**src/rtl/ps2_pkg.sv**
```systemverilog
// rtl/ps2_pkg.sv - shared PS/2 set-2 prefix, state and ASCII constants
package ps2_pkg;

    localparam logic [7:0] PS2_EXT = 8'hE0;
    localparam logic [7:0] PS2_BRK = 8'hF0;

    localparam logic [7:0] PS2_ENTER = 8'h5A;

    localparam logic [7:0] ASCII_CR = 8'h0D;
    localparam logic [7:0] ASCII_BS = 8'h08;
    localparam logic [7:0] ASCII_SP = 8'h20;

    typedef enum logic [1:0] {
        ST_IDLE    = 2'd0,
        ST_EXT     = 2'd1,
        ST_BRK     = 2'd2,
        ST_EXT_BRK = 2'd3
    } prefix_state_t;

endpackage

```
**src/rtl/char_fifo.sv**
```systemverilog
// rtl/char_fifo.sv - small character FIFO, write-enable in, valid/ready out
module char_fifo #(
    parameter int DEPTH = 4,
    parameter int WIDTH = 8
) (
    input  logic             clk,
    input  logic             rst,
    input  logic             wr_en,
    input  logic [WIDTH-1:0] wr_data,
    output logic             full,
    output logic [WIDTH-1:0] rd_data,
    output logic             rd_valid,
    input  logic             rd_ready
);

    localparam int AW = $clog2(DEPTH);

    logic [WIDTH-1:0] mem [DEPTH];
    logic [AW:0]      wr_ptr;
    logic [AW:0]      rd_ptr;
    logic             rd_fire;
    logic             wr_fire;

    // Extra pointer MSB separates full from empty when the index bits match.
    assign rd_valid = (wr_ptr != rd_ptr);
    assign full     = (wr_ptr[AW] != rd_ptr[AW]) && (wr_ptr[AW-1:0] == rd_ptr[AW-1:0]);
    assign rd_fire  = rd_valid && rd_ready;
    assign wr_fire  = wr_en && (!full || rd_fire) && !rst;
    assign rd_data  = rd_valid ? mem[rd_ptr[AW-1:0]] : '0;

    always_ff @(posedge clk) begin
        if (rst) begin
            wr_ptr <= '0;
            rd_ptr <= '0;
        end else begin
            if (wr_fire) wr_ptr <= wr_ptr + (AW+1)'(1);
            if (rd_fire) rd_ptr <= rd_ptr + (AW+1)'(1);
        end
    end

    // When full with a read, the written slot is the one being read out this cycle.
    always_ff @(posedge clk) begin
        if (wr_fire) mem[wr_ptr[AW-1:0]] <= wr_data;
    end

endmodule

```
**src/rtl/ps2_scancode_decoder.sv**
```systemverilog
// rtl/ps2_scancode_decoder.sv - set-2 scan codes to ASCII characters, buffered
module ps2_scancode_decoder
    import ps2_pkg::*;
#(
    parameter int FIFO_DEPTH = 4
) (
    input  logic       clk,
    input  logic       rst,
    input  logic [7:0] scan_code,
    input  logic       scan_code_strb,
    output logic [7:0] char_data,
    output logic       char_valid,
    input  logic       char_ready,
    output logic       overflow
);

    prefix_state_t state;
    logic [7:0]    dec_data;
    logic          dec_we;
    logic          fifo_full;
    logic [7:0]    make_ascii;

    // Returns 8'h00 for any byte without a character mapping.
    function automatic logic [7:0] translate_make(input logic [7:0] code);
        logic [7:0] a;
        a = 8'h00;
        case (code)
            8'h1C: a = 8'h41;  8'h32: a = 8'h42;  8'h21: a = 8'h43;  8'h23: a = 8'h44;
            8'h24: a = 8'h45;  8'h2B: a = 8'h46;  8'h34: a = 8'h47;  8'h33: a = 8'h48;
            8'h43: a = 8'h49;  8'h3B: a = 8'h4A;  8'h42: a = 8'h4B;  8'h4B: a = 8'h4C;
            8'h3A: a = 8'h4D;  8'h31: a = 8'h4E;  8'h44: a = 8'h4F;  8'h4D: a = 8'h50;
            8'h15: a = 8'h51;  8'h2D: a = 8'h52;  8'h1B: a = 8'h53;  8'h2C: a = 8'h54;
            8'h3C: a = 8'h55;  8'h2A: a = 8'h56;  8'h1D: a = 8'h57;  8'h22: a = 8'h58;
            8'h35: a = 8'h59;  8'h1A: a = 8'h5A;
            8'h45: a = 8'h30;  8'h16: a = 8'h31;  8'h1E: a = 8'h32;  8'h26: a = 8'h33;
            8'h25: a = 8'h34;  8'h2E: a = 8'h35;  8'h36: a = 8'h36;  8'h3D: a = 8'h37;
            8'h3E: a = 8'h38;  8'h46: a = 8'h39;
            8'h29: a = ASCII_SP;
            8'h5A: a = ASCII_CR;
            8'h66: a = ASCII_BS;
            default: a = 8'h00;
        endcase
        return a;
    endfunction

    assign make_ascii = translate_make(scan_code);

    always_ff @(posedge clk) begin
        if (rst) begin
            state    <= ST_IDLE;
            dec_we   <= 1'b0;
            dec_data <= 8'h00;
        end else begin
            dec_we <= 1'b0;
            if (scan_code_strb) begin
                case (state)
                    ST_IDLE: begin
                        if (scan_code == PS2_EXT) begin
                            state <= ST_EXT;
                        end else if (scan_code == PS2_BRK) begin
                            state <= ST_BRK;
                        end else begin
                            dec_we   <= (make_ascii != 8'h00);
                            dec_data <= make_ascii;
                        end
                    end
                    ST_EXT: begin
                        if (scan_code == PS2_BRK) begin
                            state <= ST_EXT_BRK;
                        end else if (scan_code != PS2_EXT) begin
                            // Keypad Enter is the only extended key we keep.
                            if (scan_code == PS2_ENTER) begin
                                dec_we   <= 1'b1;
                                dec_data <= ASCII_CR;
                            end
                            state <= ST_IDLE;
                        end
                    end
                    ST_BRK: begin
                        if (scan_code == PS2_EXT)      state <= ST_EXT_BRK;
                        else if (scan_code != PS2_BRK) state <= ST_IDLE;
                    end
                    ST_EXT_BRK: begin
                        if (scan_code != PS2_EXT && scan_code != PS2_BRK) state <= ST_IDLE;
                    end
                    default: state <= ST_IDLE;
                endcase
            end
        end
    end

    char_fifo #(
        .DEPTH (FIFO_DEPTH),
        .WIDTH (8)
    ) u_char_fifo (
        .clk      (clk),
        .rst      (rst),
        .wr_en    (dec_we),
        .wr_data  (dec_data),
        .full     (fifo_full),
        .rd_data  (char_data),
        .rd_valid (char_valid),
        .rd_ready (char_ready)
    );

    // A full FIFO only drops the character when no read frees a slot this cycle.
    assign overflow = dec_we && fifo_full && !(char_valid && char_ready);

endmodule

```
**config.mk**
```make
export PLATFORM = sky130hd
export DESIGN_NAME = ps2_scancode_decoder
export DESIGN_NICKNAME = d
export VERILOG_FILES = /design/src/rtl/ps2_pkg.sv /design/src/rtl/char_fifo.sv /design/src/rtl/ps2_scancode_decoder.sv
export SDC_FILE = /design/constraint.sdc
export NUM_CORES = 1
export LEC_CHECK = 0
export CAP_MARGIN = 30
export CORE_ASPECT_RATIO = 1.1
export CORE_UTILIZATION = 55
export DETAILED_ROUTE_END_ITERATION = 8
export PLACE_DENSITY = 0.75
export REMOVE_ABC_BUFFERS = 1
export SLEW_MARGIN = 10
export SYNTH_ARGS = -nofsm -noshare
export SYNTH_HDL_FRONTEND = slang
export SYNTH_SLANG_ARGS = --single-unit
```
**constraint.sdc**
```tcl
create_clock -name clk -period 5.9 [get_ports clk]
set_input_delay 1.18 -clock clk [delete_from_list [all_inputs] [get_ports clk]]
set_output_delay 1.18 -clock clk [all_outputs]
set_load 0.005 [all_outputs]
```
# Word level (Yosys, flattened, before mapping)
# Memories as Yosys holds them, arrays and structs flattened. A register that Yosys moved wholly into a read port is not among the register bits.
# Index checks and enable logic that the tools add are counted.
# Widths: inputs -> output; s select.
totals:
  mem_bits_ro: 896
  mem_bits_rw: 32
  elab_cells: 73
  output_inout_bits: 10
  regBits: 17
  mem_count: 2
mem_list:
  columns: ["memory", "words", "word_bits", "rd", "rd_ports_with_merged_regs", "write_ports", "line_no", "rtl"]
  rows:
  - ["(name not given)", 128, 7, 1, 0, 0, "ps2_scancode_decoder.sv:27", "case (code)"]
  - ["u_char_fifo.mem", 4, 8, 1, 1, 1, "char_fifo.sv:18", "logic [WIDTH-1:0] mem [DEPTH];"]
classes:
  reduce_logical: 17
  add_sub_neg: 2
  n_mux: 26
  bitwise_logic: 1
  n_eq_ne: 20
ops:
  columns: ["operator", "count"]
  rows:
  - ["$mux 8", 7]
  - ["$mux 2", 9]
  - ["$eq 8x8->1 const B", 2]
  - ["$ne 8x8->1 const B", 2]
  - ["$pmux 8 s2", 1]
  - ["$ne 2x2->1 const B", 6]
  - ["$ne 3x3->1 const B", 3]
  - ["$eq 8x7->1 const B", 1]
  - ["$pmux 2 s4", 1]
  - ["$reduce_bool 8->1", 1]
  - ["$logic_and 1x1->1", 7]
  - ["$mux 1", 7]
  - ["$reduce_and 7->1", 1]
  - ["$add 3x1->3 const B", 2]
  - ["$reduce_and 5->1", 1]
  - ["$eq 2x2->1 const B", 2]
  - ["$logic_not 1->1", 3]
  - ["$ne 3x3->1", 1]
  - ["$eq 2x1->1 const B", 1]
  - ["$eq 2x2->1", 1]
  - ["$logic_not 2->1", 1]
  - ["$pmux 1 s2", 1]
  - ["$reduce_bool 2->1", 1]
  - ["$reduce_or 2->1", 1]
  - ["3 further kinds", 3]

# Logic depth before layout (Yosys ltp)
depth:
  ltp_word: 8
  mapped_depth: 9

# Hierarchy
# From an unflattened synthesis, not the netlist that was laid out.
unflattened:
  hier_cells: 277
  area_unflattened_um2: 3027.9
modules_own_cells:
  columns: ["module", "seq_area_each_um2", "cells_per_inst", "n_inst", "area_per_inst_um2"]
  rows:
  - ["char_fifo", 1121.1, 111, 1, 1754.2]
  - ["ps2_scancode_decoder", 200.2, 166, 1, 1273.7]

# Worst setup path after synthesis
# OpenSTA, ideal clock, no wires.
synth_timing:
  kind: "in2reg"
  start: "input scan_code[1]"
  end: "register dec_data[1]"
  arrival_ns: 3.012
  n_path_buf: 1
  setup_time_ns: 0.067
  path_slack_ns: 2.820
  cell_stages: 8
  cell_sequence: "clkbuf_1 inv_1 ha_1 nand2_1 a2111oi_0 a211oi_1 a2111o_1 a21oi_2"
synth_via:
  elab_chain_len: 5
  elab_cells_between_ends: 15
synth_rtl:
  columns: ["item", "line_no", "rtl"]
  rows:
  - ["from (decl)", "ps2_scancode_decoder.sv:9", "input logic [7:0] scan_code,"]
  - ["$mem_v2 128x7", null, null]
  - ["$mux 8", "ps2_scancode_decoder.sv:27", null]
  - ["$mux 8", "ps2_scancode_decoder.sv:60", "end else if (scan_code == PS2_BRK) begin"]
  - ["$mux 8", "ps2_scancode_decoder.sv:58", "if (scan_code == PS2_EXT) begin"]
  - ["$pmux 8 s2", "ps2_scancode_decoder.sv:56", "case (state)"]
  - ["to (signal assigned)", "ps2_scancode_decoder.sv:64", "dec_data <= make_ascii;"]
  - ["to (decl)", "ps2_scancode_decoder.sv:18", "logic [7:0] dec_data;"]
# Several ways; a longest one is shown, not always the timed one. The select of a mux whose other input is x is not followed.
# A chain may end at the register's enable or synchronous reset.

# Worst setup path after layout
layout_timing:
  start: "input char_ready"
  end: "output overflow"
layout_via:
  elab_chain_len: 3
layout_rtl:
  columns: ["item", "line_no", "rtl"]
  rows:
  - ["from (decl)", "ps2_scancode_decoder.sv:13", "input logic char_ready,"]
  - ["$logic_and 1x1->1", "ps2_scancode_decoder.sv:107", "assign overflow = dec_we && fifo_full && !(char_valid && char_ready);"]
  - ["$logic_not 1->1", "ps2_scancode_decoder.sv:107", null]
  - ["$logic_and 1x1->1", "ps2_scancode_decoder.sv:107", null]
  - ["to (decl)", "ps2_scancode_decoder.sv:14", "output logic overflow"]
# No other way between the ends.

==> summary.md <==
| Metric | Value |
|---|---|
| Unrepaired setup endpoints after global routing | false |
| Top cells by area, synth | edfxtp_1, dfxtp_1, mux4_2, ha_1, nor2_1 |
| Status | complete, no violations |
| Most common cell after layout, fill and taps aside | edfxtp_1 |
| Post-CTS Setup Bufs | 0 |
| Fill count | 391 |
| Post-Synth XOR/XNOR Area | 2.55% |
| Clock-pin slew on the worst setup and hold paths | 0.08 ns |
| Hold crit path type | reg2reg |
| Root Buffer | clkbuf_8 |
| Post-layout instance area | 0.00303 mm^2 |
| Final Hold Viols | 0 |
| Slowest CP cell | clkdlybuf4s50_1 |
| CP max FO | 3 |
| Multi-input logic area | 0.00141 mm^2 |
| NumNets Final | 300 |
| H-tree Lvls | 2 |
| Die H | 76.1 um |
| Most used DFF post-synth | edfxtp_1 |
| Die W | 69.4 um |
| Commonest cells after routing, fill and taps aside | edfxtp_1, nor2_1, clkdlybuf4s50_1, dfxtp_1, nand2_1 |
| Yosys warns | 0 |
| Clock Latency Late Sink | 0.29 ns |
| CTS Hold Bufs | 0 |
| Slew Limit Fails | 0 |
| Initial antenna violation count | 0 |
| CTS tree | done |
| Fraction of layout cells with a size suffix above 1 | 7.94% |
| Site Rows | 26 |
| Setup violators final | 0 |
| GRT overflow | 0 |
| Post-synth EDFFs | 28 |
| Routed wire length | 5410 um |
| Global-route wire length before repair | 9340 um |
| CP Class | in2out |
| Critical Path, Cell by Cell | clkdlybuf4s50_1, nor4_1, and2_1, clkdlybuf4s50_1 |
| Clk sinks | 46 |
| DIE AREA | 0.00528 mm^2 |
| Req. time, crit path | 4.72 ns |
| PD cells | 225 mW/mm^2 |
| Asr flop ratio synth | 0% |
| Relative slew slack | 47.8% |
| Lkg Pwr | 1.12 nW |
| Pre-CTS setup slack | 1.96 ns |
| Core area | 0.00472 mm^2 |
| Endpoint type of the worst setup path | output port |
| Post-synth cell types | 56 |
| Most Frequent Cell on Critical Path | clkdlybuf4s50_1 |
| CTS resizes | 0 |
| Compound-cell area share of the yosys netlist | 14.8% |
| Clock period minus worst slack | 3.85 ns |
| DRC Markers | 0 |
| Seq/Total Area, Yosys | 43.8% |
| #FFs+latches synth | 46 |
| Post-route setup TNS | 0 ns |
| Cts bufs inserted | 5 |
| Wire per inst | 16.3 um |
| Initial DRC count | 140 |
| Proportion of synthesized area in mux cells | 10.3% |
| Simple-gate portion of the synthesized area | 18.1% |
| Critical Path Start Type | input pin |
| Vias in the first global route | 1,952 |
| Clock buffer depth | 2 |
| Post-DP HPWL | 3930 um |
| Skew final | 0.00677 ns |
| Total track usage | 22.3% |
| Gp weighted congestion | 0.946 |
| Post-synthesis adder-cell area fraction | 5.47% |
| Tightest Pin Transition | 0.781 ns |
| I/O Buffers | 20 |
| Fin crit share | 65.2% |
| Max stage delay on crit path | 0.49 ns |
| Dpl cells | 324 |
| Via count | 2,017 |
| Worst VDD drop | 0.000103 V |
| Fin worst setup slack | 2.05 ns |
| Max Fclk | 0.260 GHz |
| Post-Synthesis Cells | 265 |
| Avg Vias per Cell | 6.06 |
| Synth area leader | edfxtp_1 |
| DRT Pass-1 Iters | 4 |
| Area Growth Syn to Fin | 10.2% |
| Netlist Area Pre-Place | 0.00275 mm^2 |
| Max Cap Violations | 0 |
| Dominant combinational cell family by area after synthesis | simple AND/OR/NAND/NOR gates |
| Final cell count without fillers | 333 |
| Top Ports | 22 |
| Pin count of the biggest net entering global routing | 36 |
| Synth top area share | 30.6% |
| Antenna Nets Post-Route | 0 |
| Initial Utilization | 58.2% |
| # diodes | 0 |
| CP arrival | 2.67 ns |
| Reg area | 0.00120 mm^2 |
| Placed Area | 0.00293 mm^2 |
| Mapped Avg Cell Area | 10.4 um^2 |
-- critical path: cells and delay by family --
kind	cells	cell delay, ns
AND/OR/NAND/NOR	2	0.55
buffers and inverters	2	0.94
-- metrics by stage --
stage,power [mW],hold slack [ns],utilization (%)
3_5_place_dp,0.498,0.505,62.1
3_3_place_gp,0.496,0.492,62.1
4_1_cts,0.686,0.515,64.0
5_1_grt,0.713,0.532,64.1
2_1_floorplan,0.442,0.460,-
6_report,0.680,0.511,64.1
-- logic make-up after synthesis --
logic type	count (synthesis)
and+or+nand+nor	96
AOI/OAI and AO/OA	55
DFF	46
buffers and inverters	29
muxes	18
adders and majority gates	12
xor gates and xnor gates	8
other	1
-- registers in the layout, summed over array words and instances (netlist names), named ones only --
register,cells
u_char_fifo.wr_ptr,3
dec_data,7
dec_we,1
state,2
u_char_fifo.rd_ptr,3
u_char_fifo.mem,28
-- report_power, final --
part | switching [mW] | total [mW] | leakage, nW | internal (mW)
registers | 0.0120 | 0.359 | 0.422 | 0.347
logic | 0.0666 | 0.131 | 0.652 | 0.0649
clock network | 0.0951 | 0.189 | 0.0482 | 0.0944
-- cells in the mapped netlist, types with 3 or more instances --
library cell  count
buf_2             9
nor3_1            9
a211oi_1          6
nand2b_1          6
o21ai_0           6
a32oi_1           4
edfxtp_1         28
ha_1             12
mux2i_1           9
nor2_1           27
and2_1           13
a211o_1           3
dfxtp_1          18
a21oi_1          12
xnor2_1           3
inv_1            10
mux4_2            8
o211ai_1          3
nand2_1          14
nor2b_1           6
clkbuf_1          5
nor4_1            3
xor2_1            5
nand3_1           5
-- worst paths after layout --
kind                                                from                               to  slack [ns]  depth (start not counted)
worst max-delay path                          char_ready                         overflow        2.05                          4
worst min-delay path            dec_data[3]$_SDFFE_PP0P_  u_char_fifo.mem[0][3]$_DFFE_PP_        0.51                          0
worst max register to register     state[0]$_SDFFE_PP0P_         dec_data[1]$_SDFFE_PP0P_        3.86                          5
worst min register to register  dec_data[3]$_SDFFE_PP0P_  u_char_fifo.mem[0][3]$_DFFE_PP_        0.51                          0
-- cell type report --
cell class | count | area share [%]
Multi-Input combinational cell | 190 | 46.6
Tap cell | 56 | 2.32
Clock inverter | 1 | 0.165
Inverter | 11 | 1.36
Clock buffer | 7 | 2.85
Sequential cell | 46 | 39.7
Timing Repair Buffer | 22 | 7.03
-- layer usage --
metal,GRT usage [%],up-vias,routed length (um)
met5,0,-,0
met4,10.4,0,173
met3,3.44,15,213
met2,38.1,68,2740
met1,27.4,933,2290
li1,-,1001,-
No activity file was read; power rests on OpenSTA's default activity.
